**src/rtl/right_shift_unit_if.sv**
```systemverilog
// Handshake and data bundle between the execute-stage control unit and the
// multi-cycle right shifter.
interface right_shift_unit_if #(
    parameter int unsigned WIDTH = 32,
    parameter int unsigned SW    = 5
) ();
    logic             start;
    logic             arith;
    logic [WIDTH-1:0] din;
    logic [SW-1:0]    shamt;
    logic             busy;
    logic             done;
    logic [WIDTH-1:0] dout;

    modport master (
        output start, arith, din, shamt,
        input  busy, done, dout
    );

    modport slave (
        input  start, arith, din, shamt,
        output busy, done, dout
    );
endinterface

```
**src/rtl/right_shift_unit.sv**
```systemverilog
// Iterative right shifter (SRL/SRLV/SRA/SRAV). Moves at most STEP bits per
// cycle and reports completion with a one-cycle done pulse; dout holds its
// value between results.
module right_shift_unit #(
    parameter int unsigned WIDTH = 32,
    parameter int unsigned SW    = 5,
    parameter int unsigned STEP  = 1
) (
    input  logic               clk,
    input  logic               rst,
    right_shift_unit_if.slave  bus
);

    typedef enum logic [1:0] {
        IDLE  = 2'b00,
        SHIFT = 2'b01,
        DONE  = 2'b10
    } state_t;

    localparam logic [SW-1:0]    STEP_C = SW'(STEP);
    localparam logic [WIDTH-1:0] ONES   = '1;

    state_t           state_q;
    logic [WIDTH-1:0] acc_q;
    logic [WIDTH-1:0] dout_q;
    logic [SW-1:0]    cnt_q;
    logic             sgn_q;
    logic             busy_q;
    logic             done_q;

    logic [SW-1:0]    k_d;
    logic [SW-1:0]    cnt_d;
    logic [WIDTH-1:0] acc_d;

    // One shift step: move by min(cnt, STEP) bits, filling the vacated
    // top bits with the latched sign (zero for logical shifts).
    always_comb begin
        k_d   = (cnt_q < STEP_C) ? cnt_q : STEP_C;
        cnt_d = cnt_q - k_d;
        acc_d = acc_q >> k_d;
        if (sgn_q) begin
            acc_d = acc_d | ~(ONES >> k_d);
        end
    end

    // Control FSM with registered busy/done/dout; reset overrides everything.
    always_ff @(posedge clk) begin
        if (rst) begin
            state_q <= IDLE;
            acc_q   <= '0;
            dout_q  <= '0;
            cnt_q   <= '0;
            sgn_q   <= 1'b0;
            busy_q  <= 1'b0;
            done_q  <= 1'b0;
        end else begin
            case (state_q)
                IDLE: begin
                    done_q <= 1'b0;
                    if (bus.start) begin
                        acc_q  <= bus.din;
                        cnt_q  <= bus.shamt;
                        sgn_q  <= bus.arith & bus.din[WIDTH-1];
                        busy_q <= 1'b1;
                        if (bus.shamt != '0) begin
                            state_q <= SHIFT;
                        end else begin
                            state_q <= DONE;
                            done_q  <= 1'b1;
                            dout_q  <= bus.din;
                        end
                    end
                end
                SHIFT: begin
                    acc_q <= acc_d;
                    cnt_q <= cnt_d;
                    if (cnt_d == '0) begin
                        state_q <= DONE;
                        done_q  <= 1'b1;
                        dout_q  <= acc_d;
                    end
                end
                DONE: begin
                    state_q <= IDLE;
                    busy_q  <= 1'b0;
                    done_q  <= 1'b0;
                end
                default: begin
                    state_q <= IDLE;
                    busy_q  <= 1'b0;
                    done_q  <= 1'b0;
                end
            endcase
        end
    end

    assign bus.busy = busy_q;
    assign bus.done = done_q;
    assign bus.dout = dout_q;

endmodule

```
**src/flat_wrapper.sv**
```systemverilog
// flat-port wrapper written by rule: the top's interface ports become plain ports
module right_shift_unit_flat 
#(
    parameter int unsigned WIDTH = 32,
    parameter int unsigned SW    = 5,
    parameter int unsigned STEP  = 1
)
  (clk, rst, bus_start, bus_arith, bus_din, bus_shamt, bus_busy, bus_done, bus_dout);
  right_shift_unit_if #(.WIDTH(WIDTH), .SW(SW)) bus_i ();
  input  logic clk;
  input  logic rst;
  input wire logic [$bits(bus_i.start)-1:0] bus_start;
  input wire logic [$bits(bus_i.arith)-1:0] bus_arith;
  input wire logic [$bits(bus_i.din)-1:0] bus_din;
  input wire logic [$bits(bus_i.shamt)-1:0] bus_shamt;
  output wire logic [$bits(bus_i.busy)-1:0] bus_busy;
  output wire logic [$bits(bus_i.done)-1:0] bus_done;
  output wire logic [$bits(bus_i.dout)-1:0] bus_dout;
  assign bus_i.start = bus_start;
  assign bus_i.arith = bus_arith;
  assign bus_i.din = bus_din;
  assign bus_i.shamt = bus_shamt;
  assign bus_busy = bus_i.busy;
  assign bus_done = bus_i.done;
  assign bus_dout = bus_i.dout;
  right_shift_unit #(.WIDTH(WIDTH), .SW(SW), .STEP(STEP)) u_core (.clk(clk), .rst(rst), .bus(bus_i));
endmodule
```
**config.mk**
```make
export PLATFORM = sky130hd
export DESIGN_NAME = right_shift_unit_flat
export DESIGN_NICKNAME = d
export VERILOG_FILES = /design/src/rtl/right_shift_unit_if.sv /design/src/rtl/right_shift_unit.sv /design/src/flat_wrapper.sv
export SDC_FILE = /design/constraint.sdc
export NUM_CORES = 1
export LEC_CHECK = 0
export ABC_AREA = 0
export CAP_MARGIN = 20
export CORE_MARGIN = 3
export CORE_UTILIZATION = 48
export CTS_BUF_LIST = sky130_fd_sc_hd__clkbuf_8
export DETAILED_ROUTE_END_ITERATION = 7
export PLACE_DENSITY = 0.81
export SLEW_MARGIN = 20
export SYNTH_ARGS = -nofsm -noshare
export SYNTH_HDL_FRONTEND = slang
export SYNTH_SLANG_ARGS = --single-unit
```
**constraint.sdc**
```tcl
create_clock -name clk -period 2.4 [get_ports clk]
set_input_delay 0.36 -clock clk [delete_from_list [all_inputs] [get_ports clk]]
set_output_delay 0.36 -clock clk [all_outputs]
set_load 0.02 [all_outputs]
```
==> impl_metrics.env, run 1 <==
export IMPL_status="finished clean"
export IMPL_die_w_um=91.83
export IMPL_hpwl_um=5879
export IMPL_power_leakage_nw=1.667
export IMPL_final_cells=625
export IMPL_grt_ovfl_total=0
export IMPL_ys_ff_latch=74
export IMPL_fin_crit_ns=2.242
export IMPL_fin_total_pwr_mw=3.527
export IMPL_synth_cell_area_um2=3536
export IMPL_ant_nets=0
export IMPL_row_count=30
export IMPL_fp_dieArea_um2=8432
export IMPL_core_um2=6982
export IMPL_rr_worst_depth=8
export IMPL_crit_fanout=19
export IMPL_syn_area_per_cell_um2=7.670
export IMPL_vias=3534
export IMPL_setup_viol=0
export IMPL_crit_path_end_kind="register"
export IMPL_max_clock_freq_mhz=446.1
export IMPL_first_iter_violations=363
export IMPL_r2r_slack_ns=0.16
export IMPL_area_delta_synth_final_pct=29.55
export IMPL_crit_end="u_core.bus.dout[31]"
export IMPL_die_h_um=91.83
export IMPL_finalMaxSlewViolations=0
export IMPL_critical_path_class="register to register"
export IMPL_cp_required_ns=2.61
export IMPL_async_reset_ff_share_pct=0
export IMPL_htree_levels=3
export IMPL_grt_pass1_wl_um=15700
export IMPL_synth_cell_types=35
export IMPL_startpoint="u_core.cnt_q[4]"
export IMPL_min_path_type="register to register"
export IMPL_wl_per_cell_um=14.68
export IMPL_seq_area_frac_synth_pct=41.90
export IMPL_yosys_area_top_type_share_pct=41.90
export IMPL_antenna_found_initial=0
export IMPL_worst_slew_pin_slew_ns=0.5279
export IMPL_p_per_area_nw_per_um2=770.0
export IMPL_synth_fp_nets=503
export IMPL_synth_top_flop_cell="dfxtp_1"
export IMPL_start_kind="register"
export IMPL_reg2reg_to="u_core.bus.dout[31]"
export IMPL_layout_drive_gt1_share_pct=8.885
export IMPL_dp_cells=609
export IMPL_gp_congestion=0.9098
export IMPL_yosysMostFrequentCell="dfxtp_1"
export IMPL_cts_root_buf="clkbuf_8"
export IMPL_io_pins=75
export IMPL_report_final_hold_viol_count=0
export IMPL_synth_edff_count=0
export IMPL_cts_tree="yes"
export IMPL_clk_pin_slew_ns=0.08
export IMPL_netlist_top_cell_by_area="dfxtp_1"
export IMPL_clock_latency_ns=0.35
export IMPL_rsz0062_at_grt="false"
export IMPL_finalWirelength_um=9178
export IMPL_finClkSkew_ns=0.01401
export IMPL_insertedDiodeCount=0
export IMPL_grt_pass1_vias=3382
export IMPL_via_per_inst=5.654
export IMPL_r2r_start="u_core.cnt_q[4]"
export IMPL_grtUsageTotal_pct=22.36
export IMPL_clkSinkCount=74
export IMPL_relSlewSlack_pct=64.81
export IMPL_hold_buffers=0
export IMPL_drt_pre_antenna_iters=5
export IMPL_drc=0
export IMPL_cap_viol_max_count=0
export IMPL_tns_ns=0
export IMPL_initial_core_util_pct=50.65
export IMPL_netlist_top_cells_area="dfxtp_1, a21oi_1, mux2i_1"
export IMPL_cts_made_buffers=9
export IMPL_grt_max_degree=49
export IMPL_yosys_top_cells_count="dfxtp_1, nand2_1, nor2_1"
export IMPL_yosysWarningCount=0
export IMPL_fin_nets=566
export IMPL_numPortBuffers=74
export IMPL_clock_path_buffers=2
export IMPL_syn_instance_count=461
export IMPL_fin_crit_sh_pct=93.41
export IMPL_worst_ir_drop_vdd_v=0.0004184
export IMPL_cp_arrival_ns=2.45
routing by layer:
layer  wire, um  up-vias  share of wire [%]  GRT usage [%]
li1           -     1726                  -              -
met1       3958     1619                 43          28.29
met2       4399      169                 48          37.74
met3        637       20                6.9          3.774
met4        182        0                2.0          9.158
met5          0        -                  0              0
critical path, stage by stage (launching register included):
cell     delay [ns]
dfxtp_1        0.32
or4_4          0.53
nand2_1        0.11
ha_1           0.23
nand3_1        0.18
o22ai_4        0.24
buf_12         0.22
mux2i_1        0.21
nor2_1         0.06
flip-flops by register name, indices dropped and copies added (netlist names):
| register | cells |
|---|---|
| u_core.acc_q | 32 |
| u_core.bus.dout | 32 |
| u_core.cnt_q | 5 |
| u_core.state_q | 2 |
| u_core.bus.busy | 1 |
| u_core.bus.done | 1 |
| u_core.sgn_q | 1 |
per-stage QoR:
step	hold WS, ns	worst slack (ns)	util [%]	area [um^2]
floorplan	0.4284	0.04347	-	3536
global placement	0.4373	0.2372	62.53	4365
detailed placement	0.4447	0.1326	62.53	4365
CTS	0.4567	0.1324	65.56	4577
global route	0.4850	0.03639	65.61	4581
finish	0.4595	0.1581	65.61	4581
cell usage in the layout, fill, tap and decap left out, types with 2 or more instances in the layout:
cell | netlist | final
dfxtp_1 | 74 | 74
clkdlybuf4s50_1 | 0 | 73
nand2_1 | 72 | 72
nor2_1 | 72 | 72
a21oi_1 | 70 | 70
a31oi_1 | 33 | 33
mux2i_1 | 32 | 32
o21ai_1 | 25 | 25
buf_4 | 2 | 17
clkbuf_8 | 0 | 11
o21ai_0 | 6 | 6
nor3_1 | 5 | 5
o21ai_2 | 4 | 4
inv_1 | 3 | 3
nand2b_1 | 2 | 2
nand3_1 | 2 | 2
nor2b_1 | 3 | 2
buf_12 | 0 | 2
kinds of logic (layout without fill, tap and decap cells):
family / after synthesis / count (layout) / share of synthesized area, %
compound gates: 147 / 147 / 23.18
xor+xnor: 1 / 1 / 0.2477
fa+ha+maj: 1 / 1 / 0.3538
buf+inv: 45 / 113 / 6.581
flops: 74 / 74 / 41.90
mux: 32 / 32 / 9.059
simple gates: 161 / 161 / 18.68
area by class of cell:
class                           instances  area, um^2
Sequential cell                        74        1481
Fill cell                             608        2401
Clock inverter                          5       60.06
Timing Repair Buffer                   94       914.6
Multi-Input combinational cell        342        1842
Clock buffer                           11       151.4
Tap cell                               96       120.1
Inverter                                3       11.26
power by group:
part           total (mW)  leakage (nW)  switching [mW]  internal [mW]
Sequential           1.44         0.606          0.0872           1.35
Clock                1.01         0.106           0.471          0.541
Combinational        1.08         0.955           0.638          0.437
Total                3.53          1.67            1.20           2.33
worst min path at each step:
| stage | startpoint | to | slack (ns) | depth (start not counted) |
|---|---|---|---|---|
| after floorplan | u_core.sgn_q | u_core.sgn_q | 0.43 | 2 |
| final | u_core.sgn_q | u_core.sgn_q | 0.46 | 2 |
| after CTS | u_core.sgn_q | u_core.sgn_q | 0.46 | 2 |
| after detailed placement | u_core.sgn_q | u_core.sgn_q | 0.44 | 2 |
| after global routing | rst | u_core.bus.dout[24] | 0.49 | 2 |
| after global placement | u_core.sgn_q | u_core.sgn_q | 0.44 | 2 |
repair_timing:
action | CTS | global route
resized for setup | 0 | 1
hold endpoints to repair | 0 | 0
setup endpoints to repair | 0 | 6
setup buffers | 0 | 0
Note: power is estimated with default switching activity, not from simulation.
==> run 2: changes to the inputs <==
CTS_CLUSTER_DIAMETER = 120   (was default)
==> results of run 2 <==
No change in the layout: final DEF, timing and power equal those of run 1.
